===== src/rtl/score_packet_tx.sv =====
// Game telemetry framer: snapshots score, bird Y and flags into a 7-byte packet
// (header, five data bytes, XOR checksum) and hands it byte by byte to UART_TX.
module score_packet_tx #(
    parameter logic [7:0] HEADER       = 8'hA5,
    parameter int         Y_WIDTH      = 10,
    parameter int         TIMEOUT_CLKS = 5000
) (
    input  logic               i_Clk,
    input  logic               i_Reset,
    input  logic               i_Send,
    input  logic [15:0]        i_Score,
    input  logic [Y_WIDTH-1:0] i_Bird_Y,
    input  logic               i_Dead,
    input  logic               i_Start,
    input  logic               i_TX_Active,
    input  logic               i_TX_Done,
    output logic               o_TX_DV,
    output logic [7:0]         o_TX_Byte,
    output logic               o_Busy,
    output logic               o_Pkt_Done,
    output logic               o_Error,
    output logic [7:0]         o_Drop_Count
);

    localparam int CNT_W = (TIMEOUT_CLKS > 1) ? $clog2(TIMEOUT_CLKS) : 1;
    localparam logic [CNT_W-1:0] TIMER_LAST = CNT_W'(TIMEOUT_CLKS - 1);

    typedef enum logic [1:0] {
        S_IDLE,
        S_ISSUE,
        S_WAIT
    } state_t;

    state_t           r_state;
    state_t           w_state_next;
    logic [2:0]       r_index;
    logic [2:0]       w_index_next;
    logic [CNT_W-1:0] r_timer;
    logic [CNT_W-1:0] w_timer_next;
    logic             r_tx_dv;
    logic             w_tx_dv_next;
    logic [7:0]       r_tx_byte;
    logic [7:0]       w_tx_byte_next;
    logic             r_busy;
    logic             w_busy_next;
    logic             r_pkt_done;
    logic             w_pkt_done_next;
    logic             r_error;
    logic             w_error_next;
    logic [7:0]       r_drop_count;
    logic [7:0]       w_drop_next;
    logic             w_latch;
    logic             w_done_valid;

    logic [7:0]       r_pkt [0:6];
    logic [7:0]       w_fields [0:6];
    logic [15:0]      w_y_ext;
    logic [7:0]       w_cur_byte;

    assign w_y_ext     = 16'(i_Bird_Y);
    assign w_fields[0] = HEADER;
    assign w_fields[1] = i_Score[15:8];
    assign w_fields[2] = i_Score[7:0];
    assign w_fields[3] = w_y_ext[15:8];
    assign w_fields[4] = w_y_ext[7:0];
    assign w_fields[5] = {6'b0, i_Start, i_Dead};
    // Header is deliberately left out of the checksum.
    assign w_fields[6] = w_fields[1] ^ w_fields[2] ^ w_fields[3] ^ w_fields[4] ^ w_fields[5];

    always_comb begin
        case (r_index)
            3'd0:    w_cur_byte = r_pkt[0];
            3'd1:    w_cur_byte = r_pkt[1];
            3'd2:    w_cur_byte = r_pkt[2];
            3'd3:    w_cur_byte = r_pkt[3];
            3'd4:    w_cur_byte = r_pkt[4];
            3'd5:    w_cur_byte = r_pkt[5];
            3'd6:    w_cur_byte = r_pkt[6];
            default: w_cur_byte = 8'h00;
        endcase
    end

    // A Done arriving while our strobe is still up belongs to an earlier byte.
    assign w_done_valid = i_TX_Done & ~r_tx_dv;

    always_comb begin
        w_state_next    = r_state;
        w_index_next    = r_index;
        w_timer_next    = r_timer;
        w_tx_dv_next    = 1'b0;
        w_tx_byte_next  = r_tx_byte;
        w_pkt_done_next = 1'b0;
        w_error_next    = 1'b0;
        w_latch         = 1'b0;
        w_drop_next     = r_drop_count;

        if (r_state != S_IDLE && i_Send && r_drop_count != 8'hFF) begin
            w_drop_next = r_drop_count + 8'd1;
        end

        case (r_state)
            S_IDLE: begin
                if (i_Send) begin
                    w_latch      = 1'b1;
                    w_index_next = 3'd0;
                    w_state_next = S_ISSUE;
                end
            end
            S_ISSUE: begin
                if (!i_TX_Active) begin
                    w_tx_dv_next   = 1'b1;
                    w_tx_byte_next = w_cur_byte;
                    w_timer_next   = '0;
                    w_state_next   = S_WAIT;
                end
            end
            S_WAIT: begin
                w_timer_next = r_timer + CNT_W'(1);
                if (w_done_valid) begin
                    if (r_index == 3'd6) begin
                        w_pkt_done_next = 1'b1;
                        w_state_next    = S_IDLE;
                    end else begin
                        w_index_next = r_index + 3'd1;
                        w_state_next = S_ISSUE;
                    end
                end else if (r_timer == TIMER_LAST) begin
                    w_error_next = 1'b1;
                    w_state_next = S_IDLE;
                end
            end
            default: begin
                w_state_next = S_IDLE;
            end
        endcase

        w_busy_next = (w_state_next != S_IDLE);
    end

    always_ff @(posedge i_Clk) begin
        if (i_Reset) begin
            r_state      <= S_IDLE;
            r_index      <= 3'd0;
            r_timer      <= '0;
            r_tx_dv      <= 1'b0;
            r_tx_byte    <= 8'h00;
            r_busy       <= 1'b0;
            r_pkt_done   <= 1'b0;
            r_error      <= 1'b0;
            r_drop_count <= 8'h00;
        end else begin
            r_state      <= w_state_next;
            r_index      <= w_index_next;
            r_timer      <= w_timer_next;
            r_tx_dv      <= w_tx_dv_next;
            r_tx_byte    <= w_tx_byte_next;
            r_busy       <= w_busy_next;
            r_pkt_done   <= w_pkt_done_next;
            r_error      <= w_error_next;
            r_drop_count <= w_drop_next;
        end
    end

    // Snapshot register: all fields captured in the same cycle as the request.
    always_ff @(posedge i_Clk) begin
        if (w_latch) begin
            for (int i = 0; i < 7; i++) begin
                r_pkt[i] <= w_fields[i];
            end
        end
    end

    assign o_TX_DV      = r_tx_dv;
    assign o_TX_Byte    = r_tx_byte;
    assign o_Busy       = r_busy;
    assign o_Pkt_Done   = r_pkt_done;
    assign o_Error      = r_error;
    assign o_Drop_Count = r_drop_count;

endmodule


===== config.mk =====
export PLATFORM = sky130hd
export DESIGN_NAME = score_packet_tx
export DESIGN_NICKNAME = d
export VERILOG_FILES = /design/src/rtl/score_packet_tx.sv
export SDC_FILE = /design/constraint.sdc
export NUM_CORES = 1
export LEC_CHECK = 0
export ABC_AREA = 1
export BUFFER_PORTS_ARGS = -buffer_cell sky130_fd_sc_hd__buf_2
export CORE_MARGIN = 2
export CORE_UTILIZATION = 35
export DETAILED_ROUTE_END_ITERATION = 16
export HOLD_SLACK_MARGIN = 0.15
export SETUP_SLACK_MARGIN = 0.5
export SYNTH_ARGS = -nofsm -noshare
export SYNTH_HDL_FRONTEND = slang
export SYNTH_SLANG_ARGS = --single-unit
export TNS_END_PERCENT = 20

===== constraint.sdc =====
create_clock -name i_Clk -period 4 [get_ports i_Clk]
set_input_delay 0.2 -clock i_Clk [delete_from_list [all_inputs] [get_ports i_Clk]]
set_output_delay 0.2 -clock i_Clk [all_outputs]
set_load 0.02 [all_outputs]

Word-level counts from Yosys, hierarchy flattened
Memories as Yosys holds them, arrays and structs flattened.
Index checks and enable logic that the tools add are counted.

word-level totals
  bits in registers = 38
  bits in latches = 0
  memory bits (writable) = 56
  ROM bits = 0
  bits of input ports = 33
  output and inout bits = 20
  word-level logic and storage cells = 71
  memories kept = 1

memories
  memory  words  bits a word  read ports  clocked after memory_dff  wr ports  RTL line  RTL
  r_pkt   7      8            7           0                         7         55        logic [7:0] r_pkt [0:6];

cells by class
  $add $sub $neg = 3
  $mul = 0
  divide/modulo/power cells = 0
  magnitude comparators = 0
  equality and inequality tests = 14
  shift operators = 0
  multiplexer cells = 20
  bitwise logic cells = 10
  reduce and logical (&&, ||, !) cells = 14

operator list
  kind                                                  count
  case mux 8 bit (7 select lines)                       1
  case mux 13 bit (2 select lines)                      1
  XOR 8 x 2 -> 8 bit                                    2
  XOR 8 bit                                             2
  adder 13 x 1 -> 13 bit (second input constant)        1
  equality test 13 bit (second input constant)          1
  two-way mux 13 bit                                    1
  equality test 3 bit (second input constant)           3
  two-way mux 3 bit                                     3
  adder 8 x 1 -> 8 bit (second input constant)          1
  two-way mux 1 bit                                     8
  two-way mux 2 bit                                     4
  != test 2 bit (second input constant)                 4
  != test 8 bit (second input constant)                 1
  nonzero test 2 bit                                    4
  equality test 3 x 2 -> 1 bit (second input constant)  2
  case mux 2 bit (3 select lines)                       1
  case mux 3 bit (2 select lines)                       1
  OR reduction 3 bit                                    2
  NOT 1 bit                                             5
  AND reduction 2 bit                                   2
  AND reduction 4 bit                                   1
  adder 3 x 1 -> 3 bit (second input constant)          1
  equality test 3 x 1 -> 1 bit (second input constant)  1
  other kinds (7)                                       8

Logic depth before layout (Yosys ltp)
  word-level depth = 5
  mapped depth = 10
  mapped depth without buffers = 10

Worst setup path before layout
OpenSTA, ideal clock, no wires.

  path kind = register -> register
  start point = reg r_state[0]
  end point = mem r_pkt[1][0], enable pin
  setup time = 391 ps
  arrival time = 1382 ps
  data required time = 3609 ps
  slack = 2228 ps
  stages on the path, launching flop included = 4
  path buffers = 0
  clock period less this slack = 1772 ps
  cell sequence = dfxtp_1 nor2_1 nand2_1 inv_1

RTL lines
  item                      RTL line  RTL
  start: declaration        34        state_t r_state;
  start signal: assignment  152       r_state <= w_state_next;
  end: declaration          55

==> flow_metrics.tcl <==
set metrics [dict create \
    synth_nets 441 \
    irDropWorstVdd_mv 0.249 \
    start_util 0.356 \
    dp_hpwl_mm 5.10 \
    reg2reg_slack_ns 2.44 \
    drt_iter0_drc 84 \
    cp_max_fo 36 \
    required_ns 4.00 \
    cap_violations 0 \
    row_count 36 \
    reg2reg_from "r_state[1]$_SDFF_PP0_" \
    worst_setup_path_end_kind "flip-flop" \
    min_path_type "input port to flip-flop" \
    hold-path-endpoint "o_TX_DV$_SDFF_PP0_" \
    finalCritPeriodShare 0.389 \
    track_usage 0.150 \
    clk_latency_ns 0.35 \
    grt_pass1_wl_mm 12.3 \
    pwr_density_cell_nw_per_um2 390 \
    wl_per_cell_um 11.6 \
    die_w_um 103 \
    numPortBuffers 52 \
    use_met3 0.0312 \
    core_um2 9640 \
    fin_nets 528 \
    tightest_slew_ns 0.474 \
    hold_start "i_Reset" \
    drive_gt1_frac 0.181 \
    arrival_ns 1.55 \
    area_growth_pct 27.2 \
    ys_types 30 \
    power_leakage_nw 1.79 \
    startpoint_type "flip-flop" \
    antenna_found_initial 0 \
    period_needed_ns 1.56 \
    htree_levels 3 \
    postSynthAreaPerCell_um2 8.55 \
    ys_ff_latch 74 \
    cts_sinks 74 \
    place_congestion 0.811 \
    dieArea_um2 10600 \
    num_vias 2817 \
    grt_use_met1 0.178 \
    synthCells 401 \
    r2r_end "r_pkt[1][5]$_DFFE_PP_" \
    grt_util_met2 0.261 \
    yosysWarnings 0 \
    synth_edf_count 36 \
    grt-ovfl-total 0 \
    fin_util 0.453 \
    cts_tree "done" \
    synthArstFlopShare 0 \
    whs_path_depth 2 \
    tns_ns 0 \
    slew_violations 0 \
    wirelength_mm 7.27 \
    path_class "flip-flop to flip-flop" \
    drc_errors 0 \
    cts_root_buf "clkbuf_8" \
    hold_viol 0 \
    synth_ff_type "dfxtp_1" \
    detail-route-antenna-nets 0 \
    slew_headroom 0.684 \
    rsz0062_at_grt "no" \
    clockBufferDepth 2 \
    grt_pass1_vias 2799 \
    setup_viol 0 \
    most-common-layout-cells "nand2_1, buf_2, dfxtp_1" \
    diodes 0 \
    max_freq_ghz 0.643 \
    cts_buffers 9 \
    status "finished, final reports clean" \
    final_area_um2 4360 \
    r2r.worst_path.cells 4 \
    via_per_inst 4.50 \
    ys_seq_area_frac 0.537 \
    clk_pin_slew_ns 0.08 \
    ios 53 \
    dpl_cell_area_um2 3830 \
    layout_commonest_cell "nand2_1" \
    grt_max_degree 37 \
    dieHeight_um 103 \
    grt.busiest_layer "met2" \
    dr.pass1.iters 4 \
    skew_ns 0.00757 \
    syn_area_um2 3430 \
]
[critical path, stage by stage (launching register included)]
cell     delay (ns)
dfxtp_1        0.36
nor2_1         0.22
nand2_1        0.14
inv_1          0.08
buf_4          0.38
[report_power, final]
group	internal [mW]	total [mW]	switching [mW]	leakage, nW
Clock	0.414	0.697	0.284	0.119
Sequential	0.842	0.857	0.0147	0.652
Combinational	0.0636	0.146	0.0826	1.02
Total	1.32	1.70	0.381	1.79
[area by class of cell]
type / instances / area [um^2]
multi-input combinational: 280 / 1400
clock inverter: 7 / 118
inverter: 41 / 154
clock buffer: 9 / 124
tap: 133 / 166
fill: 955 / 5280
sequential: 74 / 1840
timing repair buffer: 82 / 558
[logic make-up after synthesis]
kind of cell               Yosys count  share of synthesized area
adders and majority gates            7                     0.0255
buffers and inverters               47                     0.0544
xor gates and xnor gates            21                     0.0536
DFF                                 74                      0.537
and+or+nand+nor                    213                      0.270
AOI/OAI and AO/OA                   39                     0.0595
[cells in the mapped netlist, types with 4 or more instances]
cell type  number  area, um^2
dfxtp_1        38         761
nor2_1         28         105
ha_1            7        87.6
o21ai_0         8        40.0
inv_2           6        22.5
edfxtp_1       36        1080
inv_1          35         131
xor2_1          5        43.8
nand4_1         8        50.1
a21oi_1        26         130
xnor2_1        16         140
nand3_1        24         120
nor2_4          4        45.0
nand2_1       131         492
nor2_2          5        31.3
nand2_2         4        25.0
[metal layers]
layer / routed length [um] / vias up
li1: - / 1481
met1: 3350 / 1275
met2: 3590 / 52
met3: 227 / 9
met4: 102 / 0
met5: 0 / -
[through the flow]
stage          std cells  hold WS [ns]  power [mW]  worst slack, ns
2_1_floorplan        401         0.277       0.950             2.23
3_3_place_gp         581         0.402       0.997             2.48
3_5_place_dp         581         0.404        1.00             2.45
4_1_cts              626         0.269        1.72             2.44
5_1_grt              626         0.315        1.77             2.30
6_report             626         0.275        1.70             2.44
[sequential cells by signal (all words and copies together), names as in the netlist]
register and flops:
r_index 3, r_timer 13, o_Error 1, o_TX_Byte 8
o_Busy 1, o_TX_DV 1, o_Drop_Count 8, o_Pkt_Done 1
r_state 2, r_pkt 36
[how the worst max path moves through the flow]
| stage | start | end | slack [ns] | cells past startpoint |
|---|---|---|---|---|
| floorplan | r_state[0]$_SDFF_PP0_ | r_pkt[1][0]$_DFFE_PP_ | 2.23 | 3 |
| global placement | r_state[0]$_SDFF_PP0_ | r_pkt[4][6]$_DFFE_PP_ | 2.48 | 4 |
| detailed placement | r_state[0]$_SDFF_PP0_ | r_pkt[4][4]$_DFFE_PP_ | 2.45 | 4 |
| CTS | r_state[0]$_SDFF_PP0_ | r_pkt[6][2]$_DFFE_PP_ | 2.44 | 4 |
| global route | r_index[0]$_SDFFE_PP0P_ | r_index[0]$_SDFFE_PP0P_ | 2.30 | 7 |
| finish | r_state[1]$_SDFF_PP0_ | r_pkt[1][5]$_DFFE_PP_ | 2.44 | 4 |
[what timing repair did]
action	CTS	global route
gates resized for setup	0	0
setup buffers	0	0
hold buffers	29	0
endpoints found under the hold margin	32	0
(Power assumes the default switching activity.)
